## config.mk

```make
export PLATFORM = sky130hd
export DESIGN_NAME = bus_arbiter
export DESIGN_NICKNAME = d
export VERILOG_FILES = /design/src/rtl/bus_arbiter.sv
export SDC_FILE = /design/constraint.sdc
export NUM_CORES = 1
export LEC_CHECK = 0
export ABC_AREA = 1
export CELL_PAD_IN_SITES_DETAIL_PLACEMENT = 0
export CELL_PAD_IN_SITES_GLOBAL_PLACEMENT = 1
export CORE_ASPECT_RATIO = 0.6
export CORE_MARGIN = 8
export CORE_UTILIZATION = 30
export DETAILED_ROUTE_END_ITERATION = 12
export PLACE_DENSITY_LB_ADDON = 0.12
export RECOVER_POWER = 50
export SLEW_MARGIN = 20
export SYNTH_ARGS = -nofsm -noshare
export SYNTH_HDL_FRONTEND = slang
export SYNTH_SLANG_ARGS = --single-unit
```

## constraint.sdc

```tcl
create_clock -name clk -period 2.05 [get_ports clk]
set_input_delay 0.41 -clock clk [delete_from_list [all_inputs] [get_ports clk]]
set_output_delay 0.41 -clock clk [all_outputs]
set_load 0.02 [all_outputs]
```

## src/rtl/bus_arbiter.sv

```systemverilog
// Two-requester round-robin arbiter for the shared tri-state bus.
// Grants are one-hot, every ownership change passes through a one-cycle turnaround, and the owner's data is registered.
module bus_arbiter #(
  parameter int WIDTH    = 8,
  parameter int MAX_HOLD = 8
) (
  input  logic             clk,
  input  logic             reset,
  input  logic             req1,
  input  logic             req2,
  input  logic [WIDTH-1:0] data_in1,
  input  logic [WIDTH-1:0] data_in2,
  output logic             select,
  output logic             grant1,
  output logic             grant2,
  output logic             bus_valid,
  output logic [WIDTH-1:0] bus_data,
  output logic [1:0]       state
);

  localparam int HOLD_W = (MAX_HOLD > 2) ? $clog2(MAX_HOLD) : 1;
  localparam logic [HOLD_W-1:0] HOLD_LAST = HOLD_W'(MAX_HOLD - 1);

  typedef enum logic [1:0] {
    IDLE   = 2'd0,
    GRANT1 = 2'd1,
    GRANT2 = 2'd2,
    TURN   = 2'd3
  } state_t;

  state_t            cur_state, nxt_state;
  logic              last2, last2_nxt;      // 1 when requester 2 was served last
  logic              sel_nxt;
  logic [HOLD_W-1:0] hold_cnt, hold_nxt;
  logic              capture;
  logic [WIDTH-1:0]  capture_data;

  // On a tie, the requester that was not served last wins.
  function automatic state_t arbitrate(input logic r1, input logic r2, input logic l2);
    state_t s;
    s = IDLE;
    if (r1 && r2)  s = l2 ? GRANT1 : GRANT2;
    else if (r1)   s = GRANT1;
    else if (r2)   s = GRANT2;
    return s;
  endfunction

  function automatic logic [HOLD_W-1:0] sat_inc(input logic [HOLD_W-1:0] v);
    return (v == HOLD_LAST) ? v : v + HOLD_W'(1);
  endfunction

  always_comb begin
    nxt_state    = cur_state;
    hold_nxt     = hold_cnt;
    capture      = 1'b0;
    capture_data = data_in1;
    case (cur_state)
      GRANT1: begin
        capture = req1;
        if (!req1 || (hold_cnt == HOLD_LAST && req2)) nxt_state = TURN;
        else                                          hold_nxt  = sat_inc(hold_cnt);
      end
      GRANT2: begin
        capture      = req2;
        capture_data = data_in2;
        if (!req2 || (hold_cnt == HOLD_LAST && req1)) nxt_state = TURN;
        else                                          hold_nxt  = sat_inc(hold_cnt);
      end
      default: nxt_state = arbitrate(req1, req2, last2);
    endcase
  end

  // Select and last_served only move when a grant is freshly issued.
  always_comb begin
    sel_nxt   = select;
    last2_nxt = last2;
    if (cur_state == IDLE || cur_state == TURN) begin
      if (nxt_state == GRANT1) begin
        sel_nxt   = 1'b0;
        last2_nxt = 1'b0;
      end else if (nxt_state == GRANT2) begin
        sel_nxt   = 1'b1;
        last2_nxt = 1'b1;
      end
    end
  end

  always_ff @(posedge clk) begin
    if (reset) begin
      cur_state <= IDLE;
      grant1    <= 1'b0;
      grant2    <= 1'b0;
      select    <= 1'b0;
      last2     <= 1'b1;
      hold_cnt  <= '0;
      bus_valid <= 1'b0;
      bus_data  <= '0;
    end else begin
      cur_state <= nxt_state;
      grant1    <= (nxt_state == GRANT1);
      grant2    <= (nxt_state == GRANT2);
      select    <= sel_nxt;
      last2     <= last2_nxt;
      hold_cnt  <= (cur_state != nxt_state) ? '0 : hold_nxt;
      bus_valid <= capture;
      if (capture) bus_data <= capture_data;
    end
  end

  assign state = cur_state;

endmodule

```

# == Yosys cells after proc, flatten, opt, wreduce, memory -nomap -nowiden ==
# Cells that the tools add are included.
# totals
register_bits,18
latch_bits,0
ramBits,0
romBits,0
inputBits,20
mem_count,0
# op_classes
n_addsub,1
n_mul,0
div_mod_pow,0
n_lt_le_gt_ge,0
n_eq_ne,9
shifts,0
n_mux,15
bitwise_logic,0
reduce_logical,14
# op_table
cell,n
$mux 2,6
$mux 3,3
$mux 8,1
$eq 2x2->1 const B,3
$pmux 3 s2,1
$eq 2x1->1 const B,2
$ne 2x2->1 const B,2
$pmux 2 s2,1
$reduce_bool 2->1,2
$add 3x1->3 const B,1
$eq 3x3->1 const B,1
$logic_and 1x1->1,3
$logic_or 1x1->1,3
$reduce_and 3->1,1
$logic_not 1->1,2
$logic_not 2->1,1
$mux 1,2
$ne 2x2->1,1
$pmux 1 s2,1
$reduce_and 2->1,1
$reduce_or 2->1,1

# == Depth between registers and ports, before layout ==
# Gate-level depths: netlist of the first run.
# depth
ltp_word,8
mapped_depth,14
ltp_nobuf,13

# == Worst setup path before layout of the first run ==
# No wires, ideal clock.
# synth_path
path_kind,register -> register
start,register cur_state[0] (netlist: state[0])
end,register last2
setup_time_ns,0.121
arrival_ns,1.860
slack_ns,0.069
path_stages_with_launch,14
path_cell_list,dfxtp_1 > inv_1 > ha_1 > nor2_2 > nand2_1 > inv_1 > nand2_2 > nand2_1 > inv_1 > ha_1 > inv_1 > nand2_1 > nand2_1 > nand3_1
# synth_via
elab_chain_cells,5
word_cells_on_any_way,13
classes_between,5 x eq/ne; 4 x mux; 4 x reduce/logical
# synth_rtl
item,line_no,text
from (decl),31,"state_t cur_state, nxt_state;"
from (signal assigned),99,cur_state <= nxt_state;
$eq 2x2->1 (tied with other cells),57,case (cur_state)
$pmux 2 s2,57,
$eq 2x1->1 or $eq 2x2->1 (tied branches),"78, 81",
$reduce_bool 2->1 (no source line),-,
$reduce_and 2->1 (no source line),-,
to (signal assigned),103,last2 <= last2_nxt;
to (decl),32,"logic last2, last2_nxt;"
# Several ways; a longest one is shown, not always the timed one.
# A chain may end at the register's enable or synchronous reset.

# == Worst setup path after layout of the first run ==
# layout_path
start,register hold_cnt[0]
end,register last2
# layout_via
elab_chain_cells,8
word_cells_on_any_way,13
classes_between,3 x eq/ne; 4 x mux; 6 x reduce/logical
# layout_rtl
item,line_no,text
from (decl),34,"logic [HOLD_W-1:0] hold_cnt, hold_nxt;"
from (signal assigned),104,hold_cnt <= (cur_state != nxt_state) ? '0 : hold_nxt;
$eq 3x3->1 (*),"60, 66",
$logic_and 1x1->1 (on tied branches),"66, 60",
$logic_or 1x1->1 (on tied branches),"66, 60",
$mux 2 (on tied branches),"66, 60",
$pmux 2 s2 (*),57,
$eq 2x1->1 or $eq 2x2->1 (tied branches),"78, 81",
$reduce_bool 2->1 (no source line),-,
$reduce_and 2->1 (no source line),-,
# Mark *: on every way between the ends. The rest lies on a longest branch, timed or not.

==> metrics.cfg, run 1 <==
[route]
ant_nets = 0
drt_iter0_markers = 21
num_vias = 964
avgViaCountPerCell = 4.19
drc = 0
finalWirelength_um = 2490
drt_pass1_iterations = 4
wl_per_cell_um = 10.8

[sta]
finalSetupTns_ns = 0
tightest_slew_ns = 0.378
max_freq_ghz = 0.540
hold_violations = 0
finalCritPeriodShare_pct = 90.3
skew_ns = 0.00333
fin_crit_ns = 1.85
slew_headroom_pct = 74.8
rsz0062_at_grt = false
slew_viol_final = 0
setup_viol = 0
setup_slack_ns = 0.199

[floorplan]
chipHeight_um = 59.9
dieArea_um2 = 5330
die_x_um = 89.1
io_pins = 34
num_rows = 16
core_um2 = 3160
initial_core_util_pct = 30.4

[finish]
area_delta_synth_final_pct = 50.2
nets = 212
antenna_cells = 0
drive_gt1_share_pct = 15.1
final_area_um2 = 1450
layout.cells.non_filler = 230

[synth]
synthesis.instances = 142
netlist_area_um2 = 962
synth_commonest_cells = nand2_1, nor2_1, dfxtp_1
synth.distinct_cells = 19
synthTopCellsByArea = dfxtp_1, nand2_1, nor2_1
yosysWarnings = 0
synthFlopType = dfxtp_1
synth_nets = 168
asyncSetResetFlopFracSynth_pct = 0
synth_edf_count = 0
synth_top_area_share_pct = 37.5
syn_avg_cell_area_um2 = 6.78
synth.most_common_cell = nand2_1
synth-seq-cells = 18
yosysSeqAreaShare_pct = 37.5
yosysTopAreaCell = dfxtp_1

[flow_run]
cap_violations = 0

[cts]
cts_setup_buffers = 0
path_clk_slew_ns = 0.08
cts.path.max_buffers = 2
root_buffer = clkbuf_8
h-tree-depth = 1
cts_buffers = 3
postCtsHoldBufs = 0
cts_tree = built
clkSinkCount = 18
worstSkewPairLatency_ns = 0.26

[critical_path]
arrival_ns = 2.00
worstSetupPathType = flip-flop to flip-flop
critPathMaxFanout = 3
cp.required_ns = 2.20
start_kind = flip-flop
cp-end-kind = flip-flop

[global_routing]
grt-ovfl-total = 0
grt_pass1_vias = 934
grt_pass1_wl_um = 4070
track_usage_pct = 9.92
grt_max_degree = 11
antenna_found_initial = 0

[place]
port_buffers = 33
gp_congestion = 0.769
dp_cells = 226
dpl_cell_area_um2 = 1390
pre_cts_slack_ns = 0.0235
place_hpwl_um = 2030

[power]
peakVddDrop_v = 0.000447
p_per_area_nw_per_um2 = 1370
p_leak_nw = 0.700
p_total_w = 0.00198

[hold_path]
hold_class = flip-flop to flip-flop

[outcome]
status = finished, final reports clean

## state kept, by name (all words and copies together), names as in the netlist
name,count
last2,1
bus_data,8
hold_cnt,3
grant1,1
select,1
bus_valid,1
state,2
grant2,1
## per-stage QoR
| stage | utilization, % | hold slack [ns] |
|---|---|---|
| after detailed placement | 43.9 | 0.456 |
| after global routing | 45.7 | 0.497 |
| after global placement | 43.9 | 0.450 |
| final | 45.7 | 0.468 |
| after floorplan | - | 0.429 |
| after CTS | 45.7 | 0.468 |
## what timing repair did
item / 4_1_cts / 5_1_grt
endpoints found under the setup margin: 0 / 2
gates resized for setup: 0 / 1
endpoints found under the hold margin: 0 / 0
## report_power, final
part	leakage, nW	internal [W]	switching [W]	total (W)
logic	0.524	0.000501	0.000677	0.00118
clock network	0.0288	0.000171	0.000132	0.000303
registers	0.147	0.000452	0.0000504	0.000502
## per-layer routing
metal | vias up | share of wire [%] | GRT usage (%)
met5 | - | 0 | 0
met4 | 0 | 1.2 | 3.76
met3 | 2 | 8.0 | 4.12
met2 | 26 | 40 | 14.6
met1 | 415 | 51 | 12.5
li1 | 521 | - | -
## path summary, 6_finish.rpt
path                                 start  slack (ns)  depth (start not counted)             endpoint
setup / recovery  hold_cnt[0]$_SDFFE_PP0P_        0.20                         13   last2$_SDFFE_PP1P_
hold / removal         select$_SDFFE_PP0P_        0.47                          2  select$_SDFFE_PP0P_
setup reg to reg  hold_cnt[0]$_SDFFE_PP0P_        0.20                         13   last2$_SDFFE_PP1P_
hold reg to reg        select$_SDFFE_PP0P_        0.47                          2  select$_SDFFE_PP0P_
## worst max-delay path, stage by stage, from the launching register on
cell and delay (ns):
dfxtp_1 0.33, ha_1 0.21, ha_1 0.21, nand2_1 0.07, nand2_1 0.05, nand2_1 0.12
nand2_2 0.07, nand2_2 0.09, inv_1 0.05, ha_1 0.28, inv_1 0.07, nand2_1 0.06
nand2_1 0.07, nand3_1 0.06
## area by class of cell
class	instances	area, µm²
clock buffer	4	55.1
fill	344	1720
inverter	20	76.3
multi-input combinational	103	514
sequential	18	360
tap	45	56.3
timing repair buffer	40	383
## cells in the final DEF, fill, tap and decap left out, drive strengths merged
cell type      Yosys  layout
nand2             48      48
nor2              27      27
clkdlybuf4s50      0      21
inv               19      19
dfxtp             18      18
dlygate4sd3        0      12
o21ai             10      10
buf                1       7
ha                 6       6
nand3              6       6
clkbuf             0       4
a21oi              3       3
o211ai             1       1
xor2               1       1
o22ai              1       1
clkinv             1       1
## logic make-up (layout without fill, tap and decap cells)
group,count (synthesis),count (layout),share of synthesized area [%]
compound gates,15,15,9.23
xor+xnor,1,1,0.910
fa+ha+maj,6,6,7.80
buf+inv,21,64,9.10
flops,18,18,37.5
simple gates,81,81,35.5
Power figures use the tool's default switching activity.
==> run 2: changes to the inputs <==
Settings changed: RECOVER_POWER 50 to unset.
==> run 2 against run 1 <==
Compared with the run above:
- via count is 0.31% higher
- cell count stayed put
- sequential share of layout area hardly changed
- critical endpoint unchanged
- largest power group unchanged
- highest routed layer unchanged
==> metrics.cfg, run 2 (same netlist as run 1, synthesis figures left out) <==
[finish]
drive_gt1_share_pct = 15.7
layout_common_cells = nand2_1, clkdlybuf4s50_1, nor2_1
top_register = bus_data
final_common_cell = nand2_1
antenna_cells = 0
largest_reg_flops = 8
nets = 212
fillCellCount = 344
area_delta_synth_final_pct = 50.5

[critical_path]
arrival_ns = 1.99
crit_path_top_delay_cell = dfxtp_1
reg2reg_setup_slack_ns = 0.20
slowest_delay_ns = 0.33
reg2reg_from = hold_cnt[0]$_SDFFE_PP0P_
worstSetupPathType = flip-flop to flip-flop
crit_path_start = hold_cnt[0]$_SDFFE_PP0P_
crit_chain = ha_1, ha_1, nand2_1, nand2_1, nand2_1, nand2_2, nand2_2, inv_1, ha_1, inv_1, nand2_1, nand2_1, nand3_1
critPathMaxFanout = 3
r2r_end = last2$_SDFFE_PP1P_
cp.required_ns = 2.20
reg2reg_depth = 13
cp-end-kind = flip-flop
critPathMostFrequentCell = nand2_1
start_kind = flip-flop

[sta]
finalSetupTns_ns = 0
skew_ns = 0.00325
max_freq_ghz = 0.541
tightest_slew_ns = 0.320
rsz0062_at_grt = false
slew_headroom_pct = 78.7
fin_crit_ns = 1.85
setup_slack_ns = 0.202
slew_viol_final = 0
setup_viol = 0
finalCritPeriodShare_pct = 90.2
hold_violations = 0
hold-worst-slack_ns = 0.471

[floorplan]
num_rows = 16
io_pins = 34
die_x_um = 89.1
core_um2 = 3160
chipHeight_um = 59.9
dieArea_um2 = 5330
initial_core_util_pct = 30.4

[global_routing]
grt_max_degree = 11
grt_pass1_wl_um = 4070
track_usage_pct = 9.92
grt-ovfl-total = 0
antenna_found_initial = 0
grt_pass1_vias = 934

[outcome]
status = finished, final reports clean

[hold_path]
min_path_cells = 2
min_to = select$_SDFFE_PP0P_
hold_start = select$_SDFFE_PP0P_
hold_class = flip-flop to flip-flop

[cts]
h-tree-depth = 1
path_clk_slew_ns = 0.08
cts_buffers = 3
root_buffer = clkbuf_8
cts_tree = built
clkSinkCount = 18
postCtsHoldBufs = 0
cts.path.max_buffers = 2
worstSkewPairLatency_ns = 0.26

[power]
p_clk_share_pct = 15.0
p_sw_w = 0.000866
pwr-share-comb_pct = 59.9
p_leak_nw = 0.663
intPower_w = 0.00115
swShare_pct = 43.0
p_seq_share_pct = 25.1
p_total_w = 0.00202
p_per_area_nw_per_um2 = 1390
peakVddDrop_v = 0.000448

[flow_run]
cap_violations = 0

[route]
drt_pass1_iterations = 4
wl_per_cell_um = 10.8
drc = 0
finalWirelength_um = 2490
drt_iter0_markers = 22
avgViaCountPerCell = 4.20
num_vias = 967
ant_nets = 0

[place]
pre_cts_slack_ns = 0.0235
place_hpwl_um = 2030
gp_congestion = 0.769
port_buffers = 33

run 2: cell count changes in the layout (fill, tap and decap cells not counted), sizes merged:
cell / previous run / this run
clkdlybuf4s50: 21 / 33
dlygate4sd3: 12 / 0
run 2: what timing repair did:
action                     in CTS  in global routing
setup endpoints to repair       0                  2
hold endpoints to repair        0                  0
gates resized for setup         0                  1
setup buffers                   0                  0
run 2: how the worst max path moves through the flow:
stage,endpoint,cells past startpoint
3_3_place_gp,select$_SDFFE_PP0P_,9
5_1_grt,last2$_SDFFE_PP1P_,13
2_1_floorplan,last2$_SDFFE_PP1P_,13
3_5_place_dp,last2$_SDFFE_PP1P_,12
4_1_cts,last2$_SDFFE_PP1P_,13
6_report,last2$_SDFFE_PP1P_,13
run 2: routing by layer:
metal	wire length [µm]	part of all wire (%)	track usage, %
met1	1270	51	12.5
met4	31	1.2	3.76
met5	0	0	0
met3	206	8.3	4.12
met2	984	39	14.6
run 2: metrics by stage:
stage,instances,util [%],area (µm²)
finish,230,45.8,1450
global route,230,45.8,1450
CTS,230,45.7,1450
detailed placement,226,43.9,1390
global placement,226,43.9,1390
floorplan,142,-,962
run 2: critical path, delay by kind of cell (launching register included):
kind,cells,cell delay (ns)
buffers and inverters,2,0.12
adder cells (fa/ha/maj),3,0.70
AND/OR/NAND/NOR,8,0.58
flip-flops,1,0.33
run 2: cell type report:
cell class / instances / area [µm²] / share of cell area (%)
Sequential cell: 18 / 360 / 24.9
Inverter: 20 / 76.3 / 5.27
Timing Repair Buffer: 40 / 383 / 26.4
Multi-Input combinational cell: 103 / 517 / 35.7
Tap cell: 45 / 56.3 / 3.89
Clock buffer: 4 / 55.1 / 3.80
run 2: power by group through the flow:
stage,Clock [W],Combinational (W),Sequential (W)
floorplan,0,0.000655,0.000614
global placement,0,0.00119,0.000511
detailed placement,0,0.00120,0.000514
CTS,0.000315,0.00121,0.000507
global route,0.000325,0.00137,0.000519
finish,0.000302,0.00121,0.000505
